--- config.mk ---
export PLATFORM = sky130hd
export DESIGN_NAME = add_pipe_ahead
export DESIGN_NICKNAME = d
export VERILOG_FILES = /design/src/rtl/add_pipe_pkg.sv /design/src/rtl/add_pipe_slice.sv /design/src/rtl/add_pipe_ahead.sv
export SDC_FILE = /design/constraint.sdc
export NUM_CORES = 1
export LEC_CHECK = 0
export BUFFER_PORTS_ARGS = -buffer_cell sky130_fd_sc_hd__buf_2
export CORE_ASPECT_RATIO = 1.25
export CORE_MARGIN = 4
export CORE_UTILIZATION = 35
export CTS_BUF_LIST = sky130_fd_sc_hd__clkbuf_4 sky130_fd_sc_hd__clkbuf_8
export CTS_CLUSTER_SIZE = 25
export DETAILED_ROUTE_END_ITERATION = 10
export PLACE_DENSITY = 0.65
export SYNTH_ARGS = -nofsm -noshare
export SYNTH_HDL_FRONTEND = slang
export SYNTH_SLANG_ARGS = --single-unit
export TNS_END_PERCENT = 10
--- constraint.sdc ---
create_clock -name i_clk -period 2.6 [get_ports i_clk]
set_input_delay 0 -clock i_clk [delete_from_list [all_inputs] [get_ports i_clk]]
set_output_delay 0 -clock i_clk [all_outputs]
set_load 0.02 [all_outputs]
--- src/rtl/add_pipe_pkg.sv ---
// Shared constants and stage payload for the pipelined carry-lookahead adder.
package add_pipe_pkg;
  localparam int GRP_WIDTH      = 4;
  localparam int DEF_DATA_WIDTH = 32;
  localparam int DEF_STAGE_NUM  = 4;
  localparam int DEF_SW         = DEF_DATA_WIDTH / DEF_STAGE_NUM;
  localparam int MAX_DATA_WIDTH = 256;

  // Sized for the widest supported adder; narrower instances leave the top bits at 0.
  typedef struct packed {
    logic                      valid;
    logic [MAX_DATA_WIDTH-1:0] a;
    logic [MAX_DATA_WIDTH-1:0] b;
    logic [MAX_DATA_WIDTH-1:0] res;
    logic                      cry;
    logic                      sub;
  } stage_t;
endpackage

--- src/rtl/add_pipe_slice.sv ---
// SW-bit combinational adder slice: 4-bit lookahead groups, group carries chained.
module add_pipe_slice
  import add_pipe_pkg::*;
#(
  parameter int SW = DEF_SW
) (
  input  logic [SW-1:0] a,
  input  logic [SW-1:0] b,
  input  logic          ci,
  output logic [SW-1:0] res,
  output logic          co,
  output logic          cm
);
  localparam int NG = SW / GRP_WIDTH;

  logic [SW-1:0] g, p;
  logic [SW:0]   c;

  assign g = a & b;
  assign p = a ^ b;

  always_comb begin
    logic [SW:0] cv;
    logic        t, pp;
    cv    = '0;
    t     = 1'b0;
    pp    = 1'b0;
    cv[0] = ci;
    for (int gi = 0; gi < NG; gi++) begin
      // every carry in the group is a flat sum-of-products of the group carry-in
      for (int j = 0; j < GRP_WIDTH; j++) begin
        t  = g[gi*GRP_WIDTH + j];
        pp = p[gi*GRP_WIDTH + j];
        for (int m = j - 1; m >= 0; m--) begin
          t  = t | (pp & g[gi*GRP_WIDTH + m]);
          pp = pp & p[gi*GRP_WIDTH + m];
        end
        cv[gi*GRP_WIDTH + j + 1] = t | (pp & cv[gi*GRP_WIDTH]);
      end
    end
    c = cv;
  end

  assign res = p ^ c[SW-1:0];
  assign co  = c[SW];
  assign cm  = c[SW-1];
endmodule

--- src/rtl/add_pipe_ahead.sv ---
// Pipelined add/sub: one SW-bit lookahead slice per stage, bubble-collapsing valid/ready.
module add_pipe_ahead
  import add_pipe_pkg::*;
#(
  parameter int DATA_WIDTH = DEF_DATA_WIDTH,
  parameter int STAGE_NUM  = DEF_STAGE_NUM
) (
  input  logic                  i_clk,
  input  logic                  i_rst_n,
  input  logic                  i_flush,
  input  logic                  i_valid,
  output logic                  o_ready,
  input  logic [DATA_WIDTH-1:0] i_num_a,
  input  logic [DATA_WIDTH-1:0] i_num_b,
  input  logic                  i_cry,
  input  logic                  i_sub,
  output logic                  o_valid,
  input  logic                  i_ready,
  output logic [DATA_WIDTH-1:0] o_res,
  output logic                  o_cry,
  output logic                  o_ovf
);
  localparam int SW   = DATA_WIDTH / STAGE_NUM;
  localparam int LAST = STAGE_NUM - 1;

  if (DATA_WIDTH % (GRP_WIDTH * STAGE_NUM) != 0)
    $error("add_pipe_ahead: DATA_WIDTH must be a multiple of 4*STAGE_NUM");
  if (STAGE_NUM < 1 || STAGE_NUM > DATA_WIDTH / GRP_WIDTH)
    $error("add_pipe_ahead: STAGE_NUM out of range");
  if (DATA_WIDTH > MAX_DATA_WIDTH)
    $error("add_pipe_ahead: DATA_WIDTH exceeds MAX_DATA_WIDTH");

  logic [STAGE_NUM-1:0]         adv, load, s_co, s_cm;
  logic [STAGE_NUM-1:0][SW-1:0] s_res;
  logic                         accept, ovf_q;

  for (genvar k = 0; k < STAGE_NUM; k++) begin : g_stage
    stage_t                st, nxt;
    logic [DATA_WIDTH-1:0] a_src, b_src, res_src;
    logic                  sub_src, ci_src;
    logic [SW-1:0]         b_eff;
    logic                  unused_st;

    if (k == 0) begin : g_in
      assign a_src   = i_num_a;
      assign b_src   = i_num_b;
      assign sub_src = i_sub;
      assign ci_src  = i_sub | i_cry;
      assign res_src = '0;
      assign load[k] = accept;
    end else begin : g_mid
      assign a_src   = g_stage[k-1].st.a[DATA_WIDTH-1:0];
      assign b_src   = g_stage[k-1].st.b[DATA_WIDTH-1:0];
      assign sub_src = g_stage[k-1].st.sub;
      assign ci_src  = g_stage[k-1].st.cry;
      assign res_src = g_stage[k-1].st.res[DATA_WIDTH-1:0];
      assign load[k] = adv[k-1];
    end

    if (k == LAST) begin : g_adv_out
      assign adv[k] = st.valid && i_ready;
    end else begin : g_adv_mid
      assign adv[k] = st.valid && (!g_stage[k+1].st.valid || adv[k+1]);
    end

    assign b_eff = sub_src ? ~b_src[k*SW +: SW] : b_src[k*SW +: SW];

    add_pipe_slice #(.SW(SW)) u_slice (
      .a   (a_src[k*SW +: SW]),
      .b   (b_eff),
      .ci  (ci_src),
      .res (s_res[k]),
      .co  (s_co[k]),
      .cm  (s_cm[k])
    );

    always_comb begin
      nxt                      = '0;
      nxt.valid                = 1'b1;
      nxt.a[DATA_WIDTH-1:0]    = a_src;
      nxt.b[DATA_WIDTH-1:0]    = b_src;
      nxt.res[DATA_WIDTH-1:0]  = res_src;
      nxt.res[k*SW +: SW]      = s_res[k];
      nxt.cry                  = s_co[k];
      nxt.sub                  = sub_src;
    end

    always_ff @(posedge i_clk or negedge i_rst_n) begin
      if (!i_rst_n)     st       <= '0;
      else if (i_flush) st.valid <= 1'b0;
      else if (load[k]) st       <= nxt;
      else if (adv[k])  st.valid <= 1'b0;
    end

    // operands of already-computed slices and pad bits are carried but never read
    assign unused_st = ^st;
  end

  assign o_ready = !i_flush && (!g_stage[0].st.valid || adv[0]);
  assign accept  = i_valid && o_ready;

  always_ff @(posedge i_clk or negedge i_rst_n) begin
    if (!i_rst_n)                     ovf_q <= 1'b0;
    else if (!i_flush && load[LAST])  ovf_q <= s_cm[LAST] ^ s_co[LAST];
  end

  assign o_valid = g_stage[LAST].st.valid;
  assign o_res   = o_valid ? g_stage[LAST].st.res[DATA_WIDTH-1:0] : '0;
  assign o_cry   = o_valid & g_stage[LAST].st.cry;
  assign o_ovf   = o_valid & ovf_q;
endmodule
; ---- After elaboration in Yosys (flattened, before gate mapping)
; Index checks and enable logic that the tools add are counted.
[totals]
reg_bits = 284
word_cells = 292
output_inout_bits = 36
in_bits = 71
[classes]
reduce_logical = 24
n_mux = 17
bitwise = 229
[ops]
columns = operator, count
row1 = $and A1 B1 Y1, 130
row2 = $or A1 B1 Y1, 81
row3 = $xor A8 B8 Y8, 8
row4 = $and A8 B8 Y8, 4
row5 = $mux W32, 1
row6 = $mux W8, 4
row7 = $not A8 Y8, 4
row8 = $mux W1, 12
row9 = $reduce_bool A3 Y1, 4
row10 = $reduce_and A2 Y1, 4
row11 = $logic_and A1 B1 Y1, 7
row12 = $logic_not A1 Y1, 5
row13 = $logic_or A1 B1 Y1, 4
row14 = $not A1 Y1, 1
row15 = $xor A1 B1 Y1, 1

; ---- Logic depth before layout (Yosys ltp)
[depth]
word_depth = 12
ltp_mapped = 11
depth_no_buf = 10

; ---- Cells and area by module
; Synthesis repeated with hierarchy kept, for this count alone.
[hier_totals]
hier_cells = 621
area_unflattened_um2 = 8928.6
[by_module_without_submodules]
columns = mod, instances, seq_area_each_um2, area_per_inst_um2, cells_per_inst
row1 = add_pipe_ahead, 1, 4704.5, 7687.4, 485
row2 = add_pipe_slice, 4, 0.0, 310.3, 34

; ---- Worst setup path before layout
; OpenSTA, ideal clock, no wires.
[synth_path]
kind = flip-flop to flip-flop
from = reg g_stage[2].st, in the netlist g_stage[3].sub_src
to = reg g_stage[3].st[30] (netlist name)
path_slack_ps = -11
path_stages_with_launch = 10
setup_time_ps = 83
path_buffers = 1
arrival_ps = 2528
required_ps = 2517
period_less_slack_ps = 2611
path_cell_list = dfrtp_1 > clkbuf_1 > xor2_1 > ha_1 > a211oi_1 > nor2_1 > or2_2 > a21oi_1 > fa_1 > o21ai_0
[synth_between]
elab_chain_len = 8
elab_cells_between_ends = 15
cone_classes = 1 x mux / 14 x bitwise
[synth_lines]
columns = item, line_no
row1 = start: declaration, add_pipe_ahead.sv:38  ; stage_t st, nxt;
row2 = start signal: assignment, add_pipe_ahead.sv:91  ; else if (load[k]) st <= nxt;
row3 = $mux W8 (*), add_pipe_ahead.sv:66  ; assign b_eff = sub_src ? ~b_src[k*SW +: SW] : b_src[k*SW +: SW];
row4 = $xor A8 B8 Y8 or $and A8 B8 Y8 (tied branches), "add_pipe_slice.sv:20, add_pipe_slice.sv:19"
row5 = $and A1 B1 Y1 (on tied branches), "add_pipe_slice.sv:35, add_pipe_slice.sv:36"
row6 = $or A1 B1 Y1 (tied with other cells) (2 in a row), add_pipe_slice.sv:35  ; t = t | (pp & g[gi*GRP_WIDTH + m]);
row7 = $or A1 B1 Y1 or $and A1 B1 Y1 (tied branches), "add_pipe_slice.sv:35, add_pipe_slice.sv:38"
row8 = $or A1 B1 Y1, add_pipe_slice.sv:38  ; cv[gi*GRP_WIDTH + j + 1] = t | (pp & cv[gi*GRP_WIDTH]);
row9 = $xor A8 B8 Y8 (*), add_pipe_slice.sv:44  ; assign res = p ^ c[SW-1:0];
row10 = end signal: assignment, add_pipe_ahead.sv:91
row11 = end: declaration, add_pipe_ahead.sv:38
; Every way passes the cells marked *; elsewhere a longest branch is shown, timed or not.
; A chain may end at the register's enable or synchronous reset.

; ---- Final worst setup path
; Ends and elaborated chain as after synthesis.

==> reports/qor.yml <==
placed_design:
  dp_hpwl_microns: 11700
  gp_congestion: 0.763
  portBuffers: 106
  placed_cell_area_sq_um: 9670
floorplan:
  die_x_microns: 149
  initial_core_util_pct: 35.6
  io_pins: 107
  die_h_microns: 184
  core-area_sq_um: 24500
  placementRows: 64
  dieArea_sq_um: 27500
critical_path:
  worstPathRequired_ps: 2970
  path_max_fanout: 4
  start_kind: "flop"
  cp-end-kind: "flop"
  crit_type: "flop to flop"
  cpLargestDelayFamily: "adder cells"
  cp-startpoint: "g_stage[3].sub_src"
  cp.arrival_ps: 2790
  cpPeakStageDelay_ps: 460
  path_buf_inv: 0
  r2r-start: "g_stage[3].sub_src"
  crit_chain: "xor2_2 -> ha_1 -> a211oi_2 -> nor2_1 -> or2_2 -> a21oi_2 -> fa_1 -> o21ai_0"
  slowest_stage: "dfrtp_2"
drt:
  wl_per_cell_microns: 13.8
  detail_route.vias_per_cell: 4.54
  drtIter0Drc: 211
  totalWireLength_microns: 17000
  drt_pass1_iterations: 4
  vias: 5576
  final_antenna_net_count: 0
  drcViolationCount: 0
global_routing:
  antenna_found_initial: 0
  first_global_vias: 5895
  grt_max_degree: 69
  grt_use_total_pct: 13.3
  grt_pass1_wl_microns: 29400
  overflow: 0
sta:
  worstMarginPinSlew_ps: 555
  min_period_over_period_pct: 92.9
  final_hold_viol_count: 0
  relSlewSlack_pct: 63.0
  holdWs_ps: 29.2
  fin_tns_setup_ps: 0
  skew_ps: 14.2
  slew_violations: 0
  rsz0062_at_grt: "false"
  setup_violations: 0
  fmax_mhz: 414
  fin_crit_ps: 2420
cts:
  cts-root-buf: "clkbuf_8"
  htreeDepth: 4
  clock_latency_ps: 460
  path_clk_slew_ps: 100
  cts_buffers: 17
  cts_buffer_depth: 2
  cts_tree: "built"
  post_cts_buffers: 0
  cts_num_sinks: 188
synthesis:
  ys_ff_latch: 188
  syn_inst: 728
  synth.distinct_cells: 41
  synth.avg_cell_area_sq_um: 12.0
  syn_area_sq_um: 8710
  seq_area_frac_synth_pct: 54.0
  ys_warn_count: 0
  synth_nets: 839
flow_run:
  drv_cap: 0
pwr:
  ir_drop_mv: 0.332
  power.leakage_nw: 5.12
  power_density_nw_per_um2: 857
layout:
  final_nets: 997
  final_cell_mix: "dfrtp_1 (186), mux2_2 (123), nand2_1 (109), buf_2 (105), dlygate4sd3_1 (55)"
  drive_gt1_share_pct: 32.0
  diodes: 0
  multi_input_area_sq_um: 3790
  seqCellArea_sq_um: 4710
  layout_commonest_cell: "dfrtp_1"
  syn2layout_area_growth_pct: 21.9
  n_fill_cell: 2407
  stdcell_area_sq_um: 10600
min_path:
  hp-class: "primary input to flop"
  hold_start: "i_num_a[7]"
run_status:
  outcome: "finished clean"
-- through the flow --
stage	setup WS [ps]	util [%]	total power [mW]	instances
2_1_floorplan	112	-	6.50	728
3_3_place_gp	137	39.5	7.12	1142
3_5_place_dp	137	39.5	7.27	1142
6_report	185	43.4	9.11	1229
5_1_grt	22.6	43.4	9.93	1229
4_1_cts	110	43.2	9.22	1229
-- sequential cells by signal, indices dropped and copies added (netlist names) --
signal and cells:
g_stage.st 180, g_stage.sub_src 3, ovf_q 1, o_valid 1
g_stage.ci_src 3
-- routing by layer --
metal	vias up	part of all wire, %	track usage (%)
met3	16	2.7	2.53
met2	65	51	23.1
li1	2775	-	-
met5	-	0	0
met1	2720	45	16.9
met4	0	1.4	3.85
-- worst min-delay path: stages --
cell    delay [ps]
buf_2           80
ha_1           160
or3_1          110
o21a_1         100
-- power breakdown --
part / total (mW) / internal [mW] / switching [mW]
logic: 2.92 / 1.51 / 1.41
registers: 4.34 / 3.82 / 0.522
clock network: 1.85 / 0.724 / 1.12
-- what timing repair did --
item	in CTS	in global routing
hold buffers	55	0
gates resized for setup	0	7
setup endpoints to repair	0	5
hold endpoints to repair	135	0
-- synthesized netlist by cell type, drive strengths merged --
| master | n | area, sq um |
|---|---|---|
| a21oi | 11 | 55.1 |
| a21o | 6 | 45.0 |
| fa | 8 | 160 |
| xnor2 | 4 | 35.0 |
| o21a | 2 | 15.0 |
| a2111oi | 4 | 35.0 |
| nor3b | 3 | 27.5 |
| ha | 32 | 400 |
| a211oi | 7 | 52.6 |
| or4 | 1 | 7.51 |
| nand3 | 2 | 10.0 |
| nor2b | 3 | 18.8 |
| nand3b | 2 | 15.0 |
| a21bo | 1 | 10.0 |
| or2 | 1 | 6.26 |
| and4b | 1 | 13.8 |
| a41oi | 1 | 8.76 |
| o21ai | 37 | 185 |
| clkbuf | 16 | 60.1 |
| dfrtp | 188 | 4700 |
| o31ai | 6 | 45.0 |
| nand2b | 3 | 18.8 |
| a31oi | 4 | 25.0 |
| nand2 | 109 | 409 |
| mux2 | 123 | 1390 |
| and2 | 34 | 213 |
| xor2 | 46 | 403 |
| nor2 | 17 | 63.8 |
| nor4b | 1 | 8.76 |
| nor3 | 3 | 15.0 |
| or3 | 2 | 12.5 |
| or3b | 2 | 17.5 |
| inv | 25 | 93.8 |
| o211ai | 1 | 7.51 |
| a211o | 1 | 8.76 |
| mux2i | 2 | 20.0 |
| buf | 19 | 101 |
-- worst paths after layout --
kind / to / slack, ps / depth (start not counted)
max reg2reg: g_stage[3].st[30] / 180 / 8
max in group asynchronous: g_stage[3].sub_src / 1710 / 3
min: g_stage[1].ci_src / 30 / 4
min reg2reg: g_stage[3].st[18] / 460 / 2
max: g_stage[3].st[30] / 180 / 8
min in group asynchronous: g_stage[0].st[532] / 90 / 2
-- kinds of logic after synthesis --
logic type / count (synthesis) / share of synthesized area, %
flip-flops: 188 / 54.0
AO/OA/AOI/OAI: 81 / 5.66
AND/OR/NAND/NOR: 184 / 9.84
XOR/XNOR: 50 / 5.03
multiplexers: 125 / 16.1
buffers and inverters: 60 / 2.93
adder cells (fa/ha/maj): 40 / 6.43
-- layout make-up --
| cell class | instances | share of cell area [%] |
|---|---|---|
| Sequential cell | 188 | 44.3 |
| Multi-Input combinational cell | 480 | 35.6 |
| Timing Repair Buffer | 174 | 11.8 |
| Tap cell | 330 | 3.89 |
| Clock buffer | 18 | 2.33 |
| Clock inverter | 14 | 1.20 |
| Inverter | 25 | 0.883 |
Power figures use the tool's default switching activity.
